==> config.mk <==
export PLATFORM = sky130hd
export DESIGN_NAME = acc_alu_seq
export DESIGN_NICKNAME = d
export VERILOG_FILES = /design/src/rtl/acc_alu_seq.sv
export SDC_FILE = /design/constraint.sdc
export NUM_CORES = 1
export LEC_CHECK = 0
export BUFFER_PORTS_ARGS = -buffer_cell sky130_fd_sc_hd__buf_2
export CORE_MARGIN = 2
export CORE_UTILIZATION = 40
export DETAILED_ROUTE_END_ITERATION = 16
export SYNTH_ARGS = -nofsm -noshare
export SYNTH_HDL_FRONTEND = slang
export SYNTH_SLANG_ARGS = --single-unit
==> constraint.sdc <==
create_clock -name Clock -period 3.1 [get_ports Clock]
set_input_delay 0.93 -clock Clock [delete_from_list [all_inputs] [get_ports Clock]]
set_output_delay 0.93 -clock Clock [all_outputs]
set_load 0.1 [all_outputs]
==> src/rtl/acc_alu_seq.sv <==
// Accumulator ALU with a radix-2 sequential shift-add multiplier and a Start/Busy/Done handshake.
// Define ACC_ALU_SAT_EN to clamp ADD/SUB/MUL/MAC results instead of wrapping.
module acc_alu_seq #(
  parameter int unsigned WIDTH = 8,
  parameter int unsigned FRAC  = 3
) (
  input  logic             Clock,
  input  logic             nReset,
  input  logic             Start,
  input  logic [2:0]       Op,
  input  logic [WIDTH-1:0] Imm,
  input  logic [WIDTH-1:0] RegData,
  input  logic [WIDTH-1:0] SW,
  input  logic             SelImm,
  input  logic             SelSW,
  input  logic             SelRegData,
  output logic             Busy,
  output logic             Done,
  output logic [WIDTH-1:0] ACC
);

  localparam int unsigned CntW = $clog2(WIDTH);
  localparam int unsigned PW   = 2 * WIDTH;

  typedef enum logic [1:0] {StIdle, StMult, StWb} state_e;

  state_e           state_q, state_d;
  logic [WIDTH-1:0] acc_q, acc_d;
  logic [WIDTH-1:0] mplier_q, mplier_d;
  logic [PW-1:0]    mcand_q, mcand_d;
  logic [PW-1:0]    prod_q, prod_d;
  logic [CntW-1:0]  cnt_q, cnt_d;
  logic             mac_q, mac_d;
  logic             busy_q, busy_d;
  logic             done_q, done_d;

  logic [WIDTH-1:0] data;
  logic             is_mul;
  logic             last_step;

  assign data = (Imm & {WIDTH{SelImm}}) | (SW & {WIDTH{SelSW}}) |
                (RegData & {WIDTH{SelRegData}});
  assign is_mul    = (Op == 3'd3) || (Op == 3'd4);
  assign last_step = (cnt_q == CntW'(WIDTH - 1));

  function automatic logic [PW:0] sext(input logic [WIDTH-1:0] x);
    return {{(WIDTH + 1){x[WIDTH-1]}}, x};
  endfunction

  // Full-precision scaled product, one guard bit wider than the product itself.
  function automatic logic [PW:0] scale(input logic [PW-1:0] p);
    logic signed [PW:0] ext;
    ext = $signed({p[PW-1], p});
    return ext >>> FRAC;
  endfunction

  function automatic logic [WIDTH-1:0] fit(input logic [PW:0] v);
`ifdef ACC_ALU_SAT_EN
    if ((v[PW:WIDTH-1] == '0) || (v[PW:WIDTH-1] == '1)) begin
      return v[WIDTH-1:0];
    end else if (v[PW]) begin
      return {1'b1, {(WIDTH - 1){1'b0}}};
    end else begin
      return {1'b0, {(WIDTH - 1){1'b1}}};
    end
`else
    return v[WIDTH-1:0];
`endif
  endfunction

  always_ff @(posedge Clock or negedge nReset) begin
    if (!nReset) begin
      state_q <= StIdle;
    end else begin
      state_q <= state_d;
    end
  end

  always_comb begin
    state_d = state_q;
    unique case (state_q)
      StIdle:  if (Start && is_mul) state_d = StMult;
      StMult:  if (last_step) state_d = StWb;
      StWb:    state_d = StIdle;
      default: state_d = StIdle;
    endcase
  end

  always_comb begin
    acc_d    = acc_q;
    mplier_d = mplier_q;
    mcand_d  = mcand_q;
    prod_d   = prod_q;
    cnt_d    = cnt_q;
    mac_d    = mac_q;
    done_d   = 1'b0;
    busy_d   = (state_d != StIdle);
    unique case (state_q)
      StIdle: begin
        if (Start) begin
          done_d = !is_mul;
          case (Op)
            3'd0: acc_d = data;
            3'd1: acc_d = fit(sext(acc_q) + sext(data));
            3'd2: acc_d = fit(sext(acc_q) - sext(data));
            3'd3, 3'd4: begin
              mcand_d  = {{WIDTH{data[WIDTH-1]}}, data};
              mplier_d = Imm;
              prod_d   = '0;
              cnt_d    = '0;
              mac_d    = (Op == 3'd4);
            end
            3'd5:    acc_d = '0;
            default: ;
          endcase
        end
      end
      StMult: begin
        // Multiplier MSB carries weight -2^(WIDTH-1), hence the subtract on the last step.
        if (mplier_q[0]) begin
          prod_d = last_step ? (prod_q - mcand_q) : (prod_q + mcand_q);
        end
        mcand_d  = mcand_q << 1;
        mplier_d = mplier_q >> 1;
        cnt_d    = cnt_q + 1'b1;
      end
      StWb: begin
        done_d = 1'b1;
        acc_d  = mac_q ? fit(sext(acc_q) + scale(prod_q)) : fit(scale(prod_q));
      end
      default: ;
    endcase
  end

  always_ff @(posedge Clock or negedge nReset) begin
    if (!nReset) begin
      acc_q    <= '0;
      mplier_q <= '0;
      mcand_q  <= '0;
      prod_q   <= '0;
      cnt_q    <= '0;
      mac_q    <= 1'b0;
      busy_q   <= 1'b0;
      done_q   <= 1'b0;
    end else begin
      acc_q    <= acc_d;
      mplier_q <= mplier_d;
      mcand_q  <= mcand_d;
      prod_q   <= prod_d;
      cnt_q    <= cnt_d;
      mac_q    <= mac_d;
      busy_q   <= busy_d;
      done_q   <= done_d;
    end
  end

  assign Busy = busy_q;
  assign Done = done_q;
  assign ACC  = acc_q;

endmodule

After elaboration in Yosys (flattened, before gate mapping)
Cells that the tools add are included.

operators by class
  mux-type cells = 23
  reduce and logical (&&, ||, !) cells = 13
  bitwise operators = 5
  equal/unequal tests = 12
  add/subtract/negate cells = 6

operators by type and width
  cell                   count
  $mux W16               6
  $pmux W16 S2           2
  $mux W8                4
  $pmux W8 S2            2
  $pmux W8 S4            1
  $and A8 B8 Y8          3
  $add A16 B16 Y16       1
  $add A8 B8 Y8          2
  $or A8 B8 Y8           2
  $sub A16 B16 Y16       1
  $eq A3 B3 Y1 const B   3
  $reduce_and A3 Y1      3
  $sub A8 B8 Y8          1
  $eq A3 B2 Y1 const B   2
  $mux W3                2
  $pmux W3 S2            1
  $reduce_bool A2 Y1     3
  $ne A5 B1 Y1 const B   1
  $mux W2                2
  $ne A2 B2 Y1 const B   2
  $pmux W2 S2            1
  $reduce_and A4 Y1      1
  $add A3 B1 Y3 const B  1
  $eq A3 B1 Y1 const B   1
  11 further kinds       11

storage, ports and cells
  flip-flop bits (word level) = 56
  input bits = 33

Depth between registers and ports, before layout
Gate-level depths: netlist of run 1.

  depth in word-level cells = 7
  gate-level depth with buffers = 14
  gate-level depth less buffers = 13

Least setup slack after synthesis of run 1
Ideal clock, no wire load.

  path kind = input -> register
  from = input SelImm
  to = register acc_q[7] (netlist: ACC[7])
  stages = 14
  slack = -0.572 ns
  library setup time = 0.139 ns
  data arrival time = 3.532 ns
  path through = buf_6 a222oi_1 ha_1 nor2_1 a21oi_1 inv_1 ha_1 nor2b_1 o2111ai_1 nand3_1 o41a_1 xnor2_1 a211oi_1 a211oi_1

between the ends
  longest elaborated chain between the ends = 7

RTL lines
  what                                                   RTL line  RTL
  start, declared                                        14        input logic SelImm,
  $and A8 B8 Y8 *                                        41        assign data = (Imm & {WIDTH{SelImm}}) | (SW & {WIDTH{SelSW}}) |
  $or A8 B8 Y8 * (2 in a row)                            41
  $sub A8 B8 Y8 / $add A8 B8 Y8 (equally long branches)  105, 104
  $pmux W8 S4 *                                          102       case (Op)
  $mux W8 *                                              100       if (Start) begin
  $pmux W8 S2 *                                          98        unique case (state_q)
  end signal, assigned                                   137       acc_q <= '0;
  end signal, assigned                                   146       acc_q <= acc_d;
  end, declared                                          28        logic [WIDTH-1:0] acc_q, acc_d;

Every way passes the cells marked *; elsewhere a longest branch is shown, timed or not. The select of a mux whose other input is x is not followed.
A chain may end at the register's enable or synchronous reset.

Worst setup path in the final report of run 1
Same ends and word-level chain as after synthesis.

==> out/qor_table.md, run 1 <==
| Metric | Reported |
|---|---|
| Run status | finished, violations left |
| Violated checks | setup timing |
| Max Fanout on Critical Path | 4 |
| Slew of the pin with the lowest slew margin | 820.0 ps |
| Antenna Violating Nets Remaining | 0 |
| TritonCTS clock tree | built |
| Period utilisation layout | 106.2% |
| Yosys warning total | 0 |
| Part of the power in combinational logic | 71.1% |
| Overflow after GRT | 0 |
| Static Leakage | 1.992 nW |
| Worst path arrival time | 3440 ps |
| Diode insertion count for antenna repair | 0 |
| Clock buffer count from CTS | 5 |
| Setup repair after global routing missed its margin | yes |
| Area post-placement | 4154 um^2 |
| Number of DRC markers after the initial detailed-route iteration | 251 |
| FFs w/ async S/R, synth | 100.0% |
| Via density per instance | 5.427 |
| Psw | 2.879 mW |
| Final weighted congestion in routability-driven placement | 0.8948 |
| Max-cap violation count | 0 |
| H-tree level count | 2 |
| Width of the die | 98.65 um |
| Die boundary height | 98.65 um |
| Maximum number of pins on one net before global-route repair | 23 |
| Fin area | 4467 um^2 |
| Top Ports | 43 |
| P per Cell Area | 1265 nW/um^2 |
| Master cell of the clock root buffer | sky130_fd_sc_hd__clkbuf_8 |
| Final-report max-slew violation count | 0 |
| Drt first pass iters | 4 |
| Setup skew after layout | 12.33 ps |
| Area inside the core boundary | 8721 um^2 |
| Number of distinct library cells after synthesis | 44 |
| Filler cells | 836 |
| GRT Util Overall | 20.70% |
| Post-synthesis cell count | 434 |
| Via count | 3365 |
| Min Tclk post-route | 3293 ps |
| Initial standard-cell utilization of the core | 41.09% |
| Clock power frac | 7.3% |
| Category of the worst setup path capture point | register |
| Commonest non-fill, non-tap cell in the layout | sky130_fd_sc_hd__nand2_1 |
| Full die area | 9732 um^2 |
| Worst slew slack as a fraction of its limit | 45.33% |
| Number of buffers inserted by port buffering | 42 |
| Synthesized cell area | 3583 um^2 |
| Post-synth EDFFs | 0 |
| Post-detailed-route DRC marker count | 0 |
| Via count of the first global-routing pass | 3325 |
| # clock sinks | 46 |
| Portion of the post-synthesis area used by sequential elements | 32.12% |
| Layout overhead on the synthesized area | 24.65% |
| Half-perimeter wire length of the detailed placement result | 7410 um |
| Total area of multi-input combinational cells | 2425 um^2 |
| Share of final-layout standard cells stronger than drive strength 1 | 24.80% |
| Syn avg cell area | 8.257 um^2 |
| Final #Nets | 575 |
| Wire length of the first global-routing pass | 16340 um |
| Wire length per cell | 15.78 um |
| Worst min path class | reg -> reg |
| Flip-flop and latch count after synthesis | 46 |
| Final hold vios | 0 |
| Max Fclk | 303.7 MHz |
| Most used flip-flop cell after synthesis | sky130_fd_sc_hd__dfrtp_1 |
| Fraction of power spent switching nets | 50.96% |
| Final Core Density | 51.22% |
| Worst setup slack before clock tree synthesis | -650.4 ps |
| Post-Synthesis Net Count | 498 |
| Most used cells in the layout excluding fill and tap cells | sky130_fd_sc_hd__nand2_1 (55), sky130_fd_sc_hd__buf_4 (47), sky130_fd_sc_hd__dfrtp_1 (46) |
| Insertion delay of the later-clocked pin in the worst-skew pair | 310 ps |
| Setup-violating endpoint count in the final report | 5 |
| Initial antenna violation count | 0 |
| Storage element area | 1151 um^2 |
| Required time of the critical path | 3240 ps |
| Worst vdd rail ir drop | 0.4996 mV |
| Setup CP Type | in -> reg |
| Total wire length after detailed routing | 9786 um |
| Cell row count | 34 |
| Sequential Power Share | 21.6% |
| Final setup slack of the worst path | -192.7 ps |
| Type of origin of the critical path | primary input |
| Buffers from clock root to sink, at most | 2 |
| P_int | 2.770 mW |
| Clock slew at reported path FFs | 90 ps |
## registers in the layout, summed over array words and instances (netlist names)
name / cells
mac_q: 1
Busy: 1
mplier_q: 8
state_q: 2
ACC: 8
Done: 1
prod_q: 11
mcand_q: 11
cnt_q: 3
## through the flow
step | power (mW) | TNS (ps) | hold slack (ps) | instances
floorplan | 4.212 | -2577 | 449.8 | 434
global placement | 4.924 | -2494 | 468.2 | 606
detailed placement | 5.031 | -2865 | 480.5 | 606
CTS | 5.554 | -531.9 | 504.0 | 619
global route | 6.237 | -1498 | 553.6 | 620
finish | 5.649 | -606.2 | 502.2 | 620
## layout make-up
type	count	share of cell area (%)
multi-input combinational	351	54.29
clock buffer	7	1.933
sequential	46	25.77
tap	108	3.025
clock inverter	1	0.1961
inverter	17	1.429
timing repair buffer	90	13.36
## final timing paths
check / from / endpoint / slack, ps / cells past startpoint
max reg2reg: mcand_q[2] / prod_q[10] / 310 / 10
min reg2reg: prod_q[0] / prod_q[0] / 500 / 2
max in group asynchronous: nReset / ACC[7] / 1900 / 2
min in group asynchronous: nReset / mcand_q[0] / 580 / 1
max: SelImm / ACC[7] / -190 / 15
min: prod_q[0] / prod_q[0] / 500 / 2
## power by group through the flow
stage               combinational (mW)  sequential [mW]  clock [mW]
floorplan                         2.67             1.54           0
global placement                  3.71             1.22           0
detailed placement                3.80             1.23           0
CTS                               3.92             1.21       0.421
global route                      4.52             1.27       0.451
finish                            4.02             1.22       0.412
## logic make-up after synthesis
| kind of cell | Yosys count | synth area share, % |
|---|---|---|
| simple gates | 151 | 18.82 |
| buf+inv | 37 | 4.294 |
| compound gates | 124 | 21.89 |
| xor+xnor | 36 | 8.799 |
| fa+ha+maj | 31 | 11.45 |
| mux | 9 | 2.619 |
| flops | 46 | 32.12 |
## cells in the mapped netlist (6+ instances only)
library cell	number	area [um^2]
sky130_fd_sc_hd__nand2_1	56	210.2
sky130_fd_sc_hd__nor2_1	47	176.4
sky130_fd_sc_hd__dfrtp_1	46	1151
sky130_fd_sc_hd__o21ai_0	42	210.2
sky130_fd_sc_hd__ha_1	28	350.3
sky130_fd_sc_hd__a21oi_1	26	130.1
sky130_fd_sc_hd__xnor2_1	24	210.2
sky130_fd_sc_hd__clkbuf_1	18	67.56
sky130_fd_sc_hd__inv_1	17	63.81
sky130_fd_sc_hd__a31oi_1	13	81.33
sky130_fd_sc_hd__xor2_1	12	105.1
sky130_fd_sc_hd__nor2b_1	10	62.56
sky130_fd_sc_hd__nand3_1	9	45.04
sky130_fd_sc_hd__nand2b_1	8	50.05
sky130_fd_sc_hd__nor3_1	8	40.04
sky130_fd_sc_hd__a222oi_1	7	70.07
sky130_fd_sc_hd__mux2i_1	6	60.06
## critical path: stages
cell and delay [ps]:
sky130_fd_sc_hd__buf_8 100, sky130_fd_sc_hd__a222oi_1 390, sky130_fd_sc_hd__buf_4 200, sky130_fd_sc_hd__ha_4 200
sky130_fd_sc_hd__nor2_4 100, sky130_fd_sc_hd__a21oi_2 40, sky130_fd_sc_hd__inv_1 90, sky130_fd_sc_hd__ha_4 200
sky130_fd_sc_hd__nor2b_4 130, sky130_fd_sc_hd__o2111ai_2 180, sky130_fd_sc_hd__nand3_2 110, sky130_fd_sc_hd__o41a_1 340
sky130_fd_sc_hd__xnor2_1 130, sky130_fd_sc_hd__a211oi_1 210, sky130_fd_sc_hd__a211oi_1 80
## metal layers
layer | share of wire, % | global-route usage (%) | vias to the layer above | wire (um)
li1 | - | - | 1697 | -
met3 | 4.4 | 2.908 | 12 | 432
met5 | 0 | 0 | - | 0
met4 | 1.8 | 5.585 | 0 | 174
met1 | 46 | 27.87 | 1569 | 4494
met2 | 48 | 35.06 | 87 | 4684
## repair_timing
| item | in CTS | in global routing |
|---|---|---|
| endpoints found under the hold margin | 0 | 0 |
| pin swaps | 18 | 14 |
| cloned | 0 | 0 |
| hold buffers | 0 | 0 |
| resized for setup | 20 | 17 |
| setup endpoints to repair | 5 | 7 |
| setup buffers | 8 | 1 |
Note: power is estimated with default switching activity, not from simulation.
==> inputs of run 2 (changes only) <==
--- a/config.mk
+++ b/config.mk
@@ -6,6 +6,7 @@
 export NUM_CORES = 1
 export LEC_CHECK = 0
 export BUFFER_PORTS_ARGS = -buffer_cell sky130_fd_sc_hd__buf_2
+export CORE_ASPECT_RATIO = 2
 export CORE_MARGIN = 2
 export CORE_UTILIZATION = 40
 export DETAILED_ROUTE_END_ITERATION = 16
==> out/qor_table.md, run 2 (same netlist as run 1, synthesis figures left out) <==
| Metric | Reported |
|---|---|
| Run status | finished, violations left |
| Violated checks | setup timing |
| Width of the die | 70.93 um |
| Initial standard-cell utilization of the core | 41.44% |
| Post-layout instance count excluding filler cells | 622 |
| Final weighted congestion in routability-driven placement | 0.9200 |
| GRT Util Overall | 23.27% |
| Min Tclk post-route | 3267 ps |
| Diode insertion count for antenna repair | 0 |
| Worst slew slack as a fraction of its limit | 45.03% |
| Share of final-layout standard cells stronger than drive strength 1 | 25.48% |
| TritonCTS clock tree | built |
| Type of origin of the critical path | primary input |
| Post-detailed-route DRC marker count | 0 |
| Insertion delay of the later-clocked pin in the worst-skew pair | 300 ps |
| Via count of the first global-routing pass | 3541 |
| Via density per instance | 5.748 |
| Worst path arrival time | 3410 ps |
| Registers with the most flip-flops | mcand_q (11), prod_q (11) |
| Setup-violating endpoint count in the final report | 5 |
| Max Fclk | 306.1 MHz |
| Worst vdd rail ir drop | 0.5583 mV |
| Wire length per cell | 17.56 um |
| Final hold vios | 0 |
| Maximum number of pins on one net before global-route repair | 27 |
| Clock buffer count from CTS | 5 |
| Cell row count | 48 |
| Final #Nets | 585 |
| Setup skew after layout | 8.736 ps |
| Static Leakage | 2.077 nW |
| Placed instance count | 605 |
| Overflow after GRT | 0 |
| Commonest non-fill, non-tap cell in the layout | sky130_fd_sc_hd__nand2_1 |
| Period utilisation layout | 105.4% |
| P per Cell Area | 1322 nW/um^2 |
| Category of the worst setup path capture point | register |
| Top Ports | 43 |
| Full die area | 9777 um^2 |
| Clock slew at reported path FFs | 70 ps |
| Number of buffers inserted by port buffering | 42 |
| Final-report max-slew violation count | 0 |
| Total wire length after detailed routing | 10920 um |
| Setup repair after global routing missed its margin | yes |
| Area post-placement | 4197 um^2 |
| H-tree level count | 2 |
| Number of DRC markers after the initial detailed-route iteration | 230 |
| Max Fanout on Critical Path | 3 |
| Filler cells | 857 |
| Most used cells in the layout excluding fill and tap cells | sky130_fd_sc_hd__nand2_1 (56), sky130_fd_sc_hd__buf_4 (55), sky130_fd_sc_hd__dfrtp_1 (46), sky130_fd_sc_hd__nor2_1 (46), sky130_fd_sc_hd__o21ai_0 (40) |
| Final setup slack of the worst path | -166.9 ps |
| Area inside the core boundary | 8648 um^2 |
| Half-perimeter wire length of the detailed placement result | 8434 um |
| Max-cap violation count | 0 |
| Slew of the pin with the lowest slew margin | 824.6 ps |
| Wire length of the first global-routing pass | 17480 um |
| Layout overhead on the synthesized area | 28.28% |
| Die boundary height | 137.9 um |
| Buffers from clock root to sink, at most | 2 |
| Via count | 3575 |
| Antenna Violating Nets Remaining | 0 |
| Initial antenna violation count | 0 |
| Master cell of the clock root buffer | sky130_fd_sc_hd__clkbuf_16 |
| Worst min path class | in -> async |
| Drt first pass iters | 4 |
| # clock sinks | 46 |
| Required time of the critical path | 3240 ps |
| Worst setup slack before clock tree synthesis | -504.2 ps |
| Fin area | 4597 um^2 |
| Setup CP Type | in -> reg |
run 2: worst paths after layout:
check	end	start	cells past startpoint	slack (ps)
min in group Clock	prod_q[0]	prod_q[0]	2	480
max in group asynchronous	mcand_q[10]	nReset	2	2110
hold reg to reg	prod_q[0]	prod_q[0]	2	480
hold / removal	mplier_q[4]	nReset	1	440
setup reg to reg	prod_q[9]	mcand_q[4]	10	220
setup / recovery	ACC[7]	SelImm	14	-170
run 2: area by class of cell:
cell class	instances	area, um^2	area share [%]
inverter	17	63.81	1.388
clock inverter	3	45.04	0.9799
multi-input combinational	351	2405	52.31
sequential	46	1151	25.04
tap	100	125.1	2.722
timing repair buffer	100	681.9	14.83
clock buffer	5	125.1	2.722
run 2: stage by stage:
step	power, mW	TNS [ps]	hold WS, ps	util [%]
floorplan	4.212	-2577	449.8	-
global placement	5.109	-2295	464.0	48.52
detailed placement	5.219	-2458	471.5	48.52
CTS	5.995	-228.1	434.7	52.49
global route	6.608	-1288	435.6	53.15
finish	6.078	-533.6	440.1	53.15
run 2: critical path, cell delays in order:
cell,delay (ps)
sky130_fd_sc_hd__buf_6,100
sky130_fd_sc_hd__a222oi_1,420
sky130_fd_sc_hd__ha_1,320
sky130_fd_sc_hd__nor2_2,100
sky130_fd_sc_hd__a21oi_2,60
sky130_fd_sc_hd__inv_2,70
sky130_fd_sc_hd__ha_4,190
sky130_fd_sc_hd__nor2b_4,120
sky130_fd_sc_hd__o2111ai_2,190
sky130_fd_sc_hd__nand3_2,100
sky130_fd_sc_hd__o41a_1,390
sky130_fd_sc_hd__xnor2_1,140
sky130_fd_sc_hd__a211oi_1,230
sky130_fd_sc_hd__a211oi_1,60
run 2: report_power, final:
part / internal (mW) / switching [mW]
registers: 0.881 / 0.342
clock network: 0.381 / 0.256
logic: 1.78 / 2.43
total: 3.05 / 3.03
run 2: timing repair:
| action | 4_1_cts | 5_1_grt |
|---|---|---|
| hold buffers | 0 | 0 |
| setup endpoints to repair | 6 | 6 |
| cloned | 0 | 0 |
| pin swaps | 18 | 11 |
| gates resized for setup | 26 | 7 |
| setup buffers | 7 | 2 |
run 2: layer usage:
metal  part of all wire, %  global-route usage [%]  wire length, um  vias to the layer above
met5                     0                       0                0                        -
li1                      -                       -                -                     1706
met2                    56                   44.24             6141                       88
met4                   5.0                   13.10              550                        0
met1                    36                   24.06             3962                     1749
met3                   2.5                   2.762              269                       32
==> inputs of run 3 (changes only) <==
--- a/config.mk
+++ b/config.mk
@@ -10,6 +10,7 @@
 export CORE_MARGIN = 2
 export CORE_UTILIZATION = 40
 export DETAILED_ROUTE_END_ITERATION = 16
+export REMOVE_ABC_BUFFERS = 1
 export SYNTH_ARGS = -nofsm -noshare
 export SYNTH_HDL_FRONTEND = slang
 export SYNTH_SLANG_ARGS = --single-unit
==> out/qor_table.md, run 3 (same netlist as run 1, synthesis figures left out) <==
| Metric | Reported |
|---|---|
| Buffers from clock root to sink, at most | 2 |
| Diode insertion count for antenna repair | 0 |
| Half-perimeter wire length of the detailed placement result | 8033 um |
| Most used cells in the layout excluding fill and tap cells | sky130_fd_sc_hd__nand2_1 (56), sky130_fd_sc_hd__dfrtp_1 (46), sky130_fd_sc_hd__nor2_1 (45) |
| Clock slew at reported path FFs | 70 ps |
| Hold buffer count at cts | 0 |
| TritonCTS clock tree | built |
| Total area of multi-input combinational cells | 2396 um^2 |
| Setup skew after layout | 5.222 ps |
| Cell row count | 48 |
| Period utilisation layout | 105.9% |
| Drt first pass iters | 5 |
| Final setup slack of the worst path | -183.8 ps |
| Full die area | 9777 um^2 |
| Post-detailed-route DRC marker count | 0 |
| Registers with the most flip-flops | mcand_q (11), prod_q (11) |
| Number of buffers inserted by port buffering | 42 |
| H-tree level count | 2 |
| Antenna Violating Nets Remaining | 0 |
| Master cell of the clock root buffer | sky130_fd_sc_hd__clkbuf_16 |
| Top Usage Layer GRT | met2 |
| Initial antenna violation count | 0 |
| Via count of the first global-routing pass | 3452 |
| GRT Util Overall | 21.87% |
| Final weighted congestion in routability-driven placement | 0.9064 |
| Final hold vios | 0 |
| Max Fanout on Critical Path | 4 |
| # clock sinks | 46 |
| Worst slew slack as a fraction of its limit | 45.92% |
| Top Ports | 43 |
| Via density per instance | 5.668 |
| Final-report max-slew violation count | 0 |
| P per Cell Area | 1320 nW/um^2 |
| Met1 layer usage reported by global route | 22.72% |
| Clock buffer count from CTS | 5 |
| Worst vdd rail ir drop | 0.5261 mV |
| Via count | 3452 |
| Violated checks | setup timing |
| Maximum number of pins on one net before global-route repair | 27 |
| Insertion delay of the later-clocked pin in the worst-skew pair | 290 ps |
| Filler cells | 869 |
| Category of the worst setup path capture point | register |
| R2r setup slk | 190 ps |
| Area inside the core boundary | 8648 um^2 |
| Worst min path class | reg -> reg |
| Final #Nets | 572 |
| Setup-violating endpoint count in the final report | 5 |
| Min Tclk post-route | 3284 ps |
| Required time of the critical path | 3280 ps |
| Global-route track usage on met2 | 41.80% |
| Met3 track utilization from global routing | 2.544% |
| Overflow after GRT | 0 |
| Number of DRC markers after the initial detailed-route iteration | 209 |
| Layout overhead on the synthesized area | 24.72% |
| Maximum cell stage delay along the critical path | 400 ps |
| Max-cap violation count | 0 |
| Wire length per cell | 16.88 um |
| Family with the most delay on the worst path | compound AO/OA/AOI/OAI gates |
| Wire length of the first global-routing pass | 16660 um |
| Worst path arrival time | 3470 ps |
| Max Fclk | 304.5 MHz |
| Slowest cell on the critical path | sky130_fd_sc_hd__a222oi_1 |
| Worst path buffer plus inverter count | 1 |
| Width of the die | 70.93 um |
| Area post-placement | 4144 um^2 |
| Type of origin of the critical path | primary input |
| Setup CP Type | in -> reg |
| Share of final-layout standard cells stronger than drive strength 1 | 24.17% |
| Initial standard-cell utilization of the core | 41.44% |
| Storage element area | 1151 um^2 |
| Run status | finished, violations left |
| Total wire length after detailed routing | 10280 um |
| Setup repair after global routing missed its margin | yes |
| Crit-path cells | buf_8, a222oi_1, ha_1, nor2_1, xor2_1, ha_1, nor2b_1, o21ai_0, nand2b_1, xor2_1, a221oi_2, a21oi_1, mux2_2 |
| Static Leakage | 2.007 nW |
| Worst setup slack before clock tree synthesis | -578.1 ps |
| Die boundary height | 137.9 um |
| Slew of the pin with the lowest slew margin | 811.2 ps |
| Final Core Density | 51.68% |
| Fin area | 4469 um^2 |
| Commonest non-fill, non-tap cell in the layout | sky130_fd_sc_hd__nand2_1 |
-- run 3: cell count changes in the layout (fill, tap and decap cells not counted), moves of 2 or more --
cell and change:
sky130_fd_sc_hd__a221oi_1 -2, sky130_fd_sc_hd__a221oi_2 +2, sky130_fd_sc_hd__buf_4 -13, sky130_fd_sc_hd__buf_6 -2
sky130_fd_sc_hd__ha_1 +2
-- run 3: what timing repair did --
action | CTS | global route
pin swaps | 22 | 17
setup endpoints to repair | 6 | 8
buffers inserted | 2 | 1
resized for setup | 21 | 16
-- run 3: tightest hold or removal path, delay by kind of cell (launching register included) --
| kind | cells | cell delay [ps] |
|---|---|---|
| flip-flops | 1 | 340 |
| AND/OR/NAND/NOR | 1 | 50 |
| AO/OA/AOI/OAI | 1 | 60 |
-- run 3: area by class of cell --
class / instances / area share (%)
Clock buffer: 6 / 3.107
Inverter: 17 / 1.428
Timing Repair Buffer: 87 / 13.02
Multi-Input combinational cell: 351 / 53.61
Sequential cell: 46 / 25.76
Clock inverter: 2 / 0.2800
Tap cell: 100 / 2.800
-- run 3: path summary, 6_finish.rpt --
kind / cells after the start / start / to
worst max-delay path: 13 / SelImm / ACC[4]
worst min-delay path: 2 / prod_q[0] / prod_q[0]
worst max register to register: 11 / cnt_q[0] / prod_q[9]
worst min register to register: 2 / prod_q[0] / prod_q[0]
max in group asynchronous: 2 / nReset / state_q[0]
min in group asynchronous: 1 / nReset / prod_q[0]
-- run 3: where the power goes --
group          internal, mW  total (mW)  switching [mW]
sequential            0.882        1.22           0.342
combinational          1.72        4.11            2.39
clock                 0.320       0.565           0.245
-- run 3: layer usage --
layer	vias to the layer above	wire (um)
li1	1681	-
met4	0	425
met2	86	5850
met3	31	296
met5	-	0
met1	1654	3708
-- run 3: metrics by stage --
stage | instances | hold WS, ps | TNS [ps] | power [mW]
after CTS | 608 | 495.6 | -605.8 | 5.784
final | 609 | 491.1 | -560.0 | 5.901
after global placement | 598 | 464.1 | -2608 | 4.995
after global routing | 609 | 520.1 | -1628 | 6.424
after floorplan | 414 | 449.8 | -1975 | 4.172
after detailed placement | 598 | 480.1 | -2821 | 5.129
